<file path="config.mk">
export PLATFORM = sky130hd
export DESIGN_NAME = elevator_scheduler
export DESIGN_NICKNAME = d
export VERILOG_FILES = /design/src/rtl/elevator_scheduler.sv
export SDC_FILE = /design/constraint.sdc
export NUM_CORES = 1
export LEC_CHECK = 0
export BUFFER_PORTS_ARGS = -buffer_cell sky130_fd_sc_hd__buf_2
export CAP_MARGIN = 20
export CORE_AREA = 4 4 63 65
export CTS_CLUSTER_DIAMETER = 50
export DETAILED_ROUTE_END_ITERATION = 8
export DIE_AREA = 0 0 67 69
export MAX_ROUTING_LAYER = met4
export PLACE_DENSITY = 0.75
export SETUP_SLACK_MARGIN = 0.2
export SYNTH_ARGS = -nofsm -noshare
export SYNTH_HDL_FRONTEND = slang
export SYNTH_SLANG_ARGS = --single-unit
</file>
<file path="constraint.sdc">
create_clock -name clk -period 3.92 [get_ports clk]
set_clock_uncertainty 0.2 [all_clocks]
set_input_delay 0.784 -clock clk [delete_from_list [all_inputs] [get_ports clk]]
set_output_delay 0.784 -clock clk [all_outputs]
set_load 0.02 [all_outputs]
</file>
<file path="src/rtl/elevator_scheduler.sv">
// SCAN (collective) elevator scheduler: latches cabin and hall calls, tracks the
// car position from the floor sensors and sequences the motor and the door.
module elevator_scheduler #(
   parameter int NUM_FLOORS  = 3,
   parameter int DOOR_CYCLES = 4,
   localparam int FW = $clog2(NUM_FLOORS)
) (
   input  logic                  clk,
   input  logic                  rst,
   input  logic [NUM_FLOORS-1:0] floor_sensor,
   input  logic [NUM_FLOORS-1:0] car_call,
   input  logic [NUM_FLOORS-1:0] hall_up,
   input  logic [NUM_FLOORS-1:0] hall_dn,
   output logic [1:0]            motor,
   output logic [FW-1:0]         cur_floor,
   output logic                  door_open,
   output logic                  dir_up,
   output logic [NUM_FLOORS-1:0] pending
);

   localparam int CW = (DOOR_CYCLES > 1) ? $clog2(DOOR_CYCLES) : 1;
   localparam logic [CW-1:0] LOAD = CW'(DOOR_CYCLES - 1);
   localparam logic [FW-1:0] TOP = FW'(NUM_FLOORS - 1);
   localparam logic [NUM_FLOORS-1:0] UP_OK = {1'b0, {(NUM_FLOORS-1){1'b1}}};
   localparam logic [NUM_FLOORS-1:0] DN_OK = {{(NUM_FLOORS-1){1'b1}}, 1'b0};

   typedef enum logic [1:0] {IDLE, MOVE_UP, MOVE_DN, DOOR} state_t;

   function automatic logic [NUM_FLOORS-1:0] above_mask(input logic [FW-1:0] f);
      logic [NUM_FLOORS-1:0] m;
      for (int i = 0; i < NUM_FLOORS; i++) m[i] = (i > int'(f));
      return m;
   endfunction

   function automatic logic [NUM_FLOORS-1:0] below_mask(input logic [FW-1:0] f);
      logic [NUM_FLOORS-1:0] m;
      for (int i = 0; i < NUM_FLOORS; i++) m[i] = (i < int'(f));
      return m;
   endfunction

   function automatic logic [FW-1:0] sensor_index(input logic [NUM_FLOORS-1:0] s);
      logic [FW-1:0] idx;
      idx = '0;
      for (int i = 0; i < NUM_FLOORS; i++) if (s[i]) idx = FW'(i);
      return idx;
   endfunction

   state_t                  state, state_nxt;
   logic [NUM_FLOORS-1:0]   up_req, dn_req, car_req;
   logic [NUM_FLOORS-1:0]   up_nxt, dn_nxt, car_nxt, all_req;
   logic [NUM_FLOORS-1:0]   set_up, set_dn, set_car, clr_up, clr_dn, clr_car;
   logic [FW-1:0]           floor_nxt, svc_floor, k;
   logic [CW-1:0]           cnt, cnt_nxt;
   logic                    dir_nxt, enter, svc_up, beyond, hold, sensor_ok;
   logic                    req_above, req_below;

   always_comb begin
      state_nxt = state;
      floor_nxt = cur_floor;
      dir_nxt   = dir_up;
      cnt_nxt   = cnt;
      all_req   = up_req | dn_req | car_req;
      set_car   = car_call;
      set_up    = hall_up & UP_OK;
      set_dn    = hall_dn & DN_OK;
      clr_up    = '0;
      clr_dn    = '0;
      clr_car   = '0;
      enter     = 1'b0;
      svc_floor = cur_floor;
      svc_up    = dir_up;
      beyond    = 1'b0;
      hold      = 1'b0;
      sensor_ok = $onehot(floor_sensor);
      k         = sensor_index(floor_sensor);
      req_above = |(all_req & above_mask(cur_floor));
      req_below = |(all_req & below_mask(cur_floor));

      // With the door open, a call already being served at this floor only keeps the door open.
      if (state == DOOR) begin
         hold = car_call[cur_floor] | (dir_up ? set_up[cur_floor] : set_dn[cur_floor]);
         set_car[cur_floor] = 1'b0;
         if (dir_up) set_up[cur_floor] = 1'b0;
         else        set_dn[cur_floor] = 1'b0;
      end

      case (state)
         IDLE: begin
            if (all_req[cur_floor]) begin
               enter  = 1'b1;
               svc_up = ~(dn_req[cur_floor] & ~up_req[cur_floor] & ~car_req[cur_floor]);
            end else if (req_above) begin
               state_nxt = MOVE_UP;
               dir_nxt   = 1'b1;
            end else if (req_below) begin
               state_nxt = MOVE_DN;
               dir_nxt   = 1'b0;
            end
         end
         MOVE_UP: begin
            if (sensor_ok) begin
               floor_nxt = k;
               if (car_req[k] || up_req[k] || !(|(all_req & above_mask(k))) || k == TOP) begin
                  enter     = 1'b1;
                  svc_floor = k;
                  svc_up    = 1'b1;
               end
            end
         end
         MOVE_DN: begin
            if (sensor_ok) begin
               floor_nxt = k;
               if (car_req[k] || dn_req[k] || !(|(all_req & below_mask(k))) || k == '0) begin
                  enter     = 1'b1;
                  svc_floor = k;
                  svc_up    = 1'b0;
               end
            end
         end
         DOOR: begin
            if (hold) begin
               cnt_nxt = LOAD;
            end else if (cnt != '0) begin
               cnt_nxt = cnt - 1'b1;
            end else if (dir_up ? req_above : req_below) begin
               state_nxt = dir_up ? MOVE_UP : MOVE_DN;
            end else if (dir_up ? req_below : req_above) begin
               dir_nxt   = ~dir_up;
               state_nxt = dir_up ? MOVE_DN : MOVE_UP;
            end else begin
               state_nxt = IDLE;
            end
         end
         default: state_nxt = IDLE;
      endcase

      // A stop at the end of the sweep also serves the opposite hall call and reverses.
      if (enter) begin
         beyond = svc_up ? |(all_req & above_mask(svc_floor)) : |(all_req & below_mask(svc_floor));
         clr_car[svc_floor] = 1'b1;
         if (svc_up || !beyond) clr_up[svc_floor] = 1'b1;
         if (!svc_up || !beyond) clr_dn[svc_floor] = 1'b1;
         dir_nxt   = beyond ? svc_up : ~svc_up;
         state_nxt = DOOR;
         cnt_nxt   = LOAD;
      end

      up_nxt  = (up_req & ~clr_up) | set_up;
      dn_nxt  = (dn_req & ~clr_dn) | set_dn;
      car_nxt = (car_req & ~clr_car) | set_car;
   end

   always_ff @(posedge clk) begin
      if (rst) begin
         state     <= IDLE;
         up_req    <= '0;
         dn_req    <= '0;
         car_req   <= '0;
         cnt       <= '0;
         motor     <= 2'b00;
         cur_floor <= '0;
         door_open <= 1'b0;
         dir_up    <= 1'b1;
         pending   <= '0;
      end else begin
         state     <= state_nxt;
         up_req    <= up_nxt;
         dn_req    <= dn_nxt;
         car_req   <= car_nxt;
         cnt       <= cnt_nxt;
         motor     <= (state_nxt == MOVE_UP) ? 2'b01 : (state_nxt == MOVE_DN) ? 2'b10 : 2'b00;
         cur_floor <= floor_nxt;
         door_open <= (state_nxt == DOOR);
         dir_up    <= dir_nxt;
         pending   <= up_nxt | dn_nxt | car_nxt;
      end
   end

endmodule

</file>
# --- After elaboration in Yosys (flattened, before gate mapping) ---
# Cells that the tools add are included.
word_totals:
  reg_bits: 22
  output_inout_bits: 9
op_classes:
  n_reduce_logical: 31
  n_bitwise: 31
  eq_ne: 14
  addsub: 3
  magnitude_cmp: 20
  mux: 85
ops:
  columns: ["cell", "n"]
  rows:
  - ["2-to-1 mux 2 bit", 20]
  - ["2-to-1 mux 1 bit", 38]
  - ["bitwise AND 3 bit", 11]
  - ["2-to-1 mux 3 bit", 10]
  - ["OR 3 bit", 7]
  - ["binary-select mux 1 bit (select 2 bit)", 10]
  - ["OR reduction 3 bit", 6]
  - ["less-than comparator 1 x 2 -> 1 bit (first input constant)", 6]
  - ["!= test 3 bit (second input constant)", 4]
  - ["inverter 3 bit", 4]
  - ["equality test 2 bit (second input constant)", 5]
  - ["less-than comparator 2 x 3 -> 1 bit (second input constant)", 3]
  - ["logical OR 1 bit", 8]
  - ["case mux 2 bit (2 select lines)", 2]
  - ["AND reduction 7 bit", 1]
  - ["equality test 2 x 1 -> 1 bit (second input constant)", 3]
  - ["greater-than comparator 1 x 2 -> 1 bit (first input constant)", 3]
  - ["greater-than comparator 2 bit (first input constant)", 3]
  - ["less-than comparator 2 bit (first input constant)", 3]
  - ["case mux 1 bit (3 select lines)", 2]
  - ["nonzero test 3 bit", 2]
  - ["inverter 1 bit", 5]
  - ["demux 1 bit (select 2 bit)", 2]
  - ["greater-or-equal comparator 2 x 1 -> 1 bit (second input constant)", 2]
  - ["other kinds (15)", 24]

# --- Logic depth before layout (Yosys ltp) ---
depth:
  word_depth: 24
  mapped_depth: 16
  mapped_depth_nobuf: 14

# --- Least setup slack after synthesis ---
# Ideal clock, no wire load.
synth_timing:
  path_type: "input port to flip-flop"
  startpoint: "input port floor_sensor[2]"
  endpoint: "register pending[0]"
  t_arrival_ps: 3509
  cell_stages: 13
  setup_ps: 127
  setup_slack_ps: 84
  path_cell_list: "buf_6 > inv_1 > fa_1 > nand2b_1 > a211o_2 > mux2_4 > o21a_4 > a21oi_1 > nor3b_1 > o21bai_1 > ha_1 > o311a_1 > or3_1"
synth_via:
  elab_chain_cells: 23
  word_cells_on_any_way: 78
  classes_between: "add/sub (1); order compare (12); eq/ne (2); mux (30); bitwise (15); reduce/logical (18)"
synth_rtl:
  columns: ["element", "line_no", "rtl"]
  rows:
  - ["start: declaration", "10", "input logic [NUM_FLOORS-1:0] floor_sensor,"]
  - ["2-to-1 mux 2 bit", "44", "for (int i = 0; i < NUM_FLOORS; i++) if (s[i]) idx = FW'(i);"]
  - ["less-than comparator 1 x 2 -> 1 bit, or another cell as far along", "37", "for (int i = 0; i < NUM_FLOORS; i++) m[i] = (i < int'(f));"]
  - ["bitwise AND 3 bit, on equally long branches", "113, 103", null]
  - ["OR reduction 3 bit, on equally long branches", "113, 103", null]
  - ["zero test 1 bit, on equally long branches", "113, 103", null]
  - ["logical OR 1 bit, on equally long branches (2 in a row)", "113, 103", null]
  - ["2-to-1 mux 2 bit, on equally long branches", "113, 103", null]
  - ["2-to-1 mux 2 bit, on equally long branches", "111, 101", null]
  - ["[6 not listed]", null, null]
  - ["logical OR 1 bit, on equally long branches", "141, 142", null]
  - ["2-to-1 mux 3 bit, on equally long branches", "141, 142", null]
  - ["2-to-1 mux 3 bit", "138", "if (enter) begin"]
  - ["inverter 3 bit, on equally long branches", "148, 149", null]
  - ["bitwise AND 3 bit, on equally long branches", "148, 149", null]
  - ["OR 3 bit, on equally long branches", "148, 149", null]
  - ["OR 3 bit", "175", "pending <= up_nxt | dn_nxt | car_nxt;"]
  - ["OR 3 bit *", "175", null]
  - ["end signal: assignment", "175", null]
  - ["end: declaration", "18", "output logic [NUM_FLOORS-1:0] pending"]
# Every way passes the cells marked *; elsewhere a longest branch is shown, timed or not. The select of a mux whose other input is x is not followed.
# A chain may end at the register's enable or synchronous reset.

# --- Final worst setup path ---
layout_timing:
  startpoint: "input port floor_sensor[1]"
  endpoint: "register pending[0]"
layout_via:
  elab_chain_cells: 24
  word_cells_on_any_way: 80
  classes_between: "add/sub (2); order compare (12); eq/ne (2); mux (31); bitwise (15); reduce/logical (18)"
layout_rtl:
  columns: ["element", "line_no"]
  rows:
  - ["2-to-1 mux 1 bit", "44"]
  - ["2-to-1 mux 2 bit", "44"]
  - ["less-than comparator 1 x 2 -> 1 bit, or another cell as far along", "37"]
  - ["bitwise AND 3 bit, on equally long branches", "113, 103"]
  - ["OR reduction 3 bit, on equally long branches", "113, 103"]
  - ["zero test 1 bit, on equally long branches", "113, 103"]
  - ["logical OR 1 bit, on equally long branches (2 in a row)", "113, 103"]
  - ["2-to-1 mux 2 bit, on equally long branches", "113, 103"]
  - ["[7 not listed]", null]
  - ["logical OR 1 bit, on equally long branches", "141, 142"]
  - ["2-to-1 mux 3 bit, on equally long branches", "141, 142"]
  - ["2-to-1 mux 3 bit", "138"]
  - ["inverter 3 bit, on equally long branches", "148, 149"]
  - ["bitwise AND 3 bit, on equally long branches", "148, 149"]
  - ["OR 3 bit, on equally long branches", "148, 149"]
  - ["OR 3 bit", "175"]
  - ["OR 3 bit *", "175"]
# Marks and branches as above.

==> out/results.tsv <==
metric	value	unit
status	finished clean	
post-synthesis net count	246	
GR Layer Usage met1	0.2893	
Worst setup EP type	flop	
most frequent cells in the layout	23 x o21ai_0, 22 x dfxtp_1, 20 x buf_2	
# resized after CTS	0	
total CTS buffers	3	
yosys warns	0	
Total Power	1.194	mW
Final Hold Vio Count	0	
post-synth top area share	0.2569	
sequential area share after synthesis	0.2569	
Syn Area/Cell	7.652	um2
gr busiest metal	met2	
pre-CTS WS	0.009683	ns
crit path time final	3.612	ns
Final Cell Area	1959	um2
Final Cycle Share	0.9214	
synthesized area	1714	um2
worst-path cell chain	buf_2 > inv_1 > fa_1 > nand2b_4 > nor3_2 > buf_4 > o21bai_1 > a31oi_1 > nand2_2 > a22oi_1 > o21bai_1 > ha_2 > o311a_1 > or3_1	
Post-synth EDFFs	0	
CP arrival	3.62	ns
Top-Level Pins	23	
TNS Setup	0	ns
Rows	21	
CP delay by family, top	compound AO/OA/AOI/OAI gates	
CTS root buf	clkbuf_4	
top post-synthesis cells by area	dfxtp_1 26%, o21ai_0 6.7%, a21oi_1 5.8%	
final layout net count	270	
die width	67	um
largest net degree at the start of global routing	24	
vias in the first global route	1685	
Buf/Inv on CP	3	
DR pass1 iterations	5	
Die H	69	um
clock transition at the registers of the reported paths	0.12	ns
drt drc	0	
initial antenna violation count	0	
share of cells above drive strength 1	0.2186	
post-route ant nets	0	
CP max FO	3	
worst skew pair latency	0.31	ns
dominant synthesized flop cell	dfxtp_1	
fmax	276.9	MHz
Synth area leader	dfxtp_1	
commonest non-fill, non-tap cell in the layout	o21ai_0	
crit path max-delay cell type	fa_1	
hold crit path type	flop to flop	
Power Density	609.5	nW/um2
diodes inserted	0	
Vias	1751	
CTS Hold Buffers Added	0	
critical setup path kind	input pin to flop	
Synth Instances	224	
Slew headroom	0.5073	
Wirelength per Cell	14.96	um
Initial Util	0.5137	
# setup viols final	0	
Max Cap Viol	0	
CTS tree	done	
Req. time, crit path	3.93	ns
GR Util met3	0.03409	
CP Launch Type	input pin	
core area	3337	um2
Synth cell types	58	
RSZ-0062 raised after global routing	no	
total grt overflow	0	
Port Buf Inserts	20	
area growth from synthesis to layout	14.31	%
maximum clock insertion buffer count	2	
GRT Overall Usage	0.2136	
Synth Register Bits	22	
most used cell, CP	o21bai_1	
H-tree depth	1	
ys async rst share	0	
1st-iter DRT viols	153	
final WL	4382	um
worst slew pin tran	0.7380	ns
final setup margin	0.3082	ns
Post CTS Setup Buffer Count	0	
Via-to-Cell Ratio	5.976	
max-slew violations	0	
grt met2 use	0.3231	
DP Area	1923	um2
P_leak	0.7960	nW
first-pass GRT wire length	7838	um
utilization after layout	0.5872	
routability congestion estimate	0.8729	
detailed placement HPWL	3341	um
CTS Sinks	22	
Die Area	4623	um2
maximum VDD drop	0.2999	mV
crit-path max cell delay	0.45	ns
logic make-up after synthesis:
group | synth area share
compound gates | 0.3423
simple gates | 0.2358
buf+inv | 0.07007
flops | 0.2569
fa+ha+maj | 0.06277
mux | 0.03212
layout make-up:
cell class	count	area, um2
inverter	16	60.06
multi-input combinational	173	1175
clock buffer	4	36.28
tap	46	57.56
sequential	22	440.4
fill	345	1378
timing repair buffer	32	190.2
final timing paths:
check	from	to	slack, ns	depth (start not counted)
worst min-delay path	dn_req[0]$_SDFF_PP0_	dn_req[0]$_SDFF_PP0_	0.33	1
worst min register to register	dn_req[0]$_SDFF_PP0_	dn_req[0]$_SDFF_PP0_	0.33	1
worst max register to register	state[0]$_SDFF_PP0_	pending[0]$_SDFF_PP0_	0.49	12
worst max-delay path	floor_sensor[1]	pending[0]$_SDFF_PP0_	0.31	14
through the flow:
stage,instances,hold slack (ns)
floorplan,224,0.2669
global placement,289,0.2982
detailed placement,289,0.3039
CTS,293,0.3218
global route,293,0.3492
finish,293,0.3264
registers in the layout, indices dropped and copies added (netlist names):
| register | cells |
|---|---|
| car_req | 3 |
| motor | 2 |
| dir_up | 1 |
| up_req | 3 |
| cnt | 2 |
| pending | 3 |
| state | 2 |
| door_open | 1 |
| cur_floor | 2 |
| dn_req | 3 |
worst reg2reg max path, stage by stage (launching register included):
cell	delay, ns
dfxtp_1	0.45
inv_1	0.15
ha_1	0.42
inv_1	0.12
a211o_4	0.34
mux2_4	0.31
o21a_4	0.14
a21oi_2	0.13
nor3b_1	0.06
o21bai_1	0.15
ha_2	0.19
o311a_1	0.31
or3_1	0.36
power by group:
part           switching (mW)  internal, mW  total [mW]
combinational           0.423         0.310       0.733
sequential             0.0613         0.275       0.337
clock                  0.0680        0.0567       0.125
synth_stat cells (2+ instances only):
library cell	instances
a21oi_1	20
inv_1	16
ha_1	7
a211oi_1	2
o22ai_1	3
nor2_1	14
nand3b_1	2
or3_1	5
mux2i_1	4
a22oi_1	4
o311a_1	2
o211ai_1	2
nand2b_1	4
o21bai_1	3
dfxtp_1	22
a31oi_1	6
and2_1	4
buf_2	3
o21ai_0	23
nor3b_1	3
nand2_1	19
nor3_1	3
o2111ai_1	2
nor3_2	3
nand3_1	4
o31ai_1	2
clkbuf_1	9
nor2b_1	3
layer usage:
layer / vias to the layer above / part of all wire
met5: - / 0
met3: 4 / 0.074
li1: 873 / -
met2: 74 / 0.47
met4: 0 / 0.0094
met1: 800 / 0.45
(Power assumes the default switching activity.)
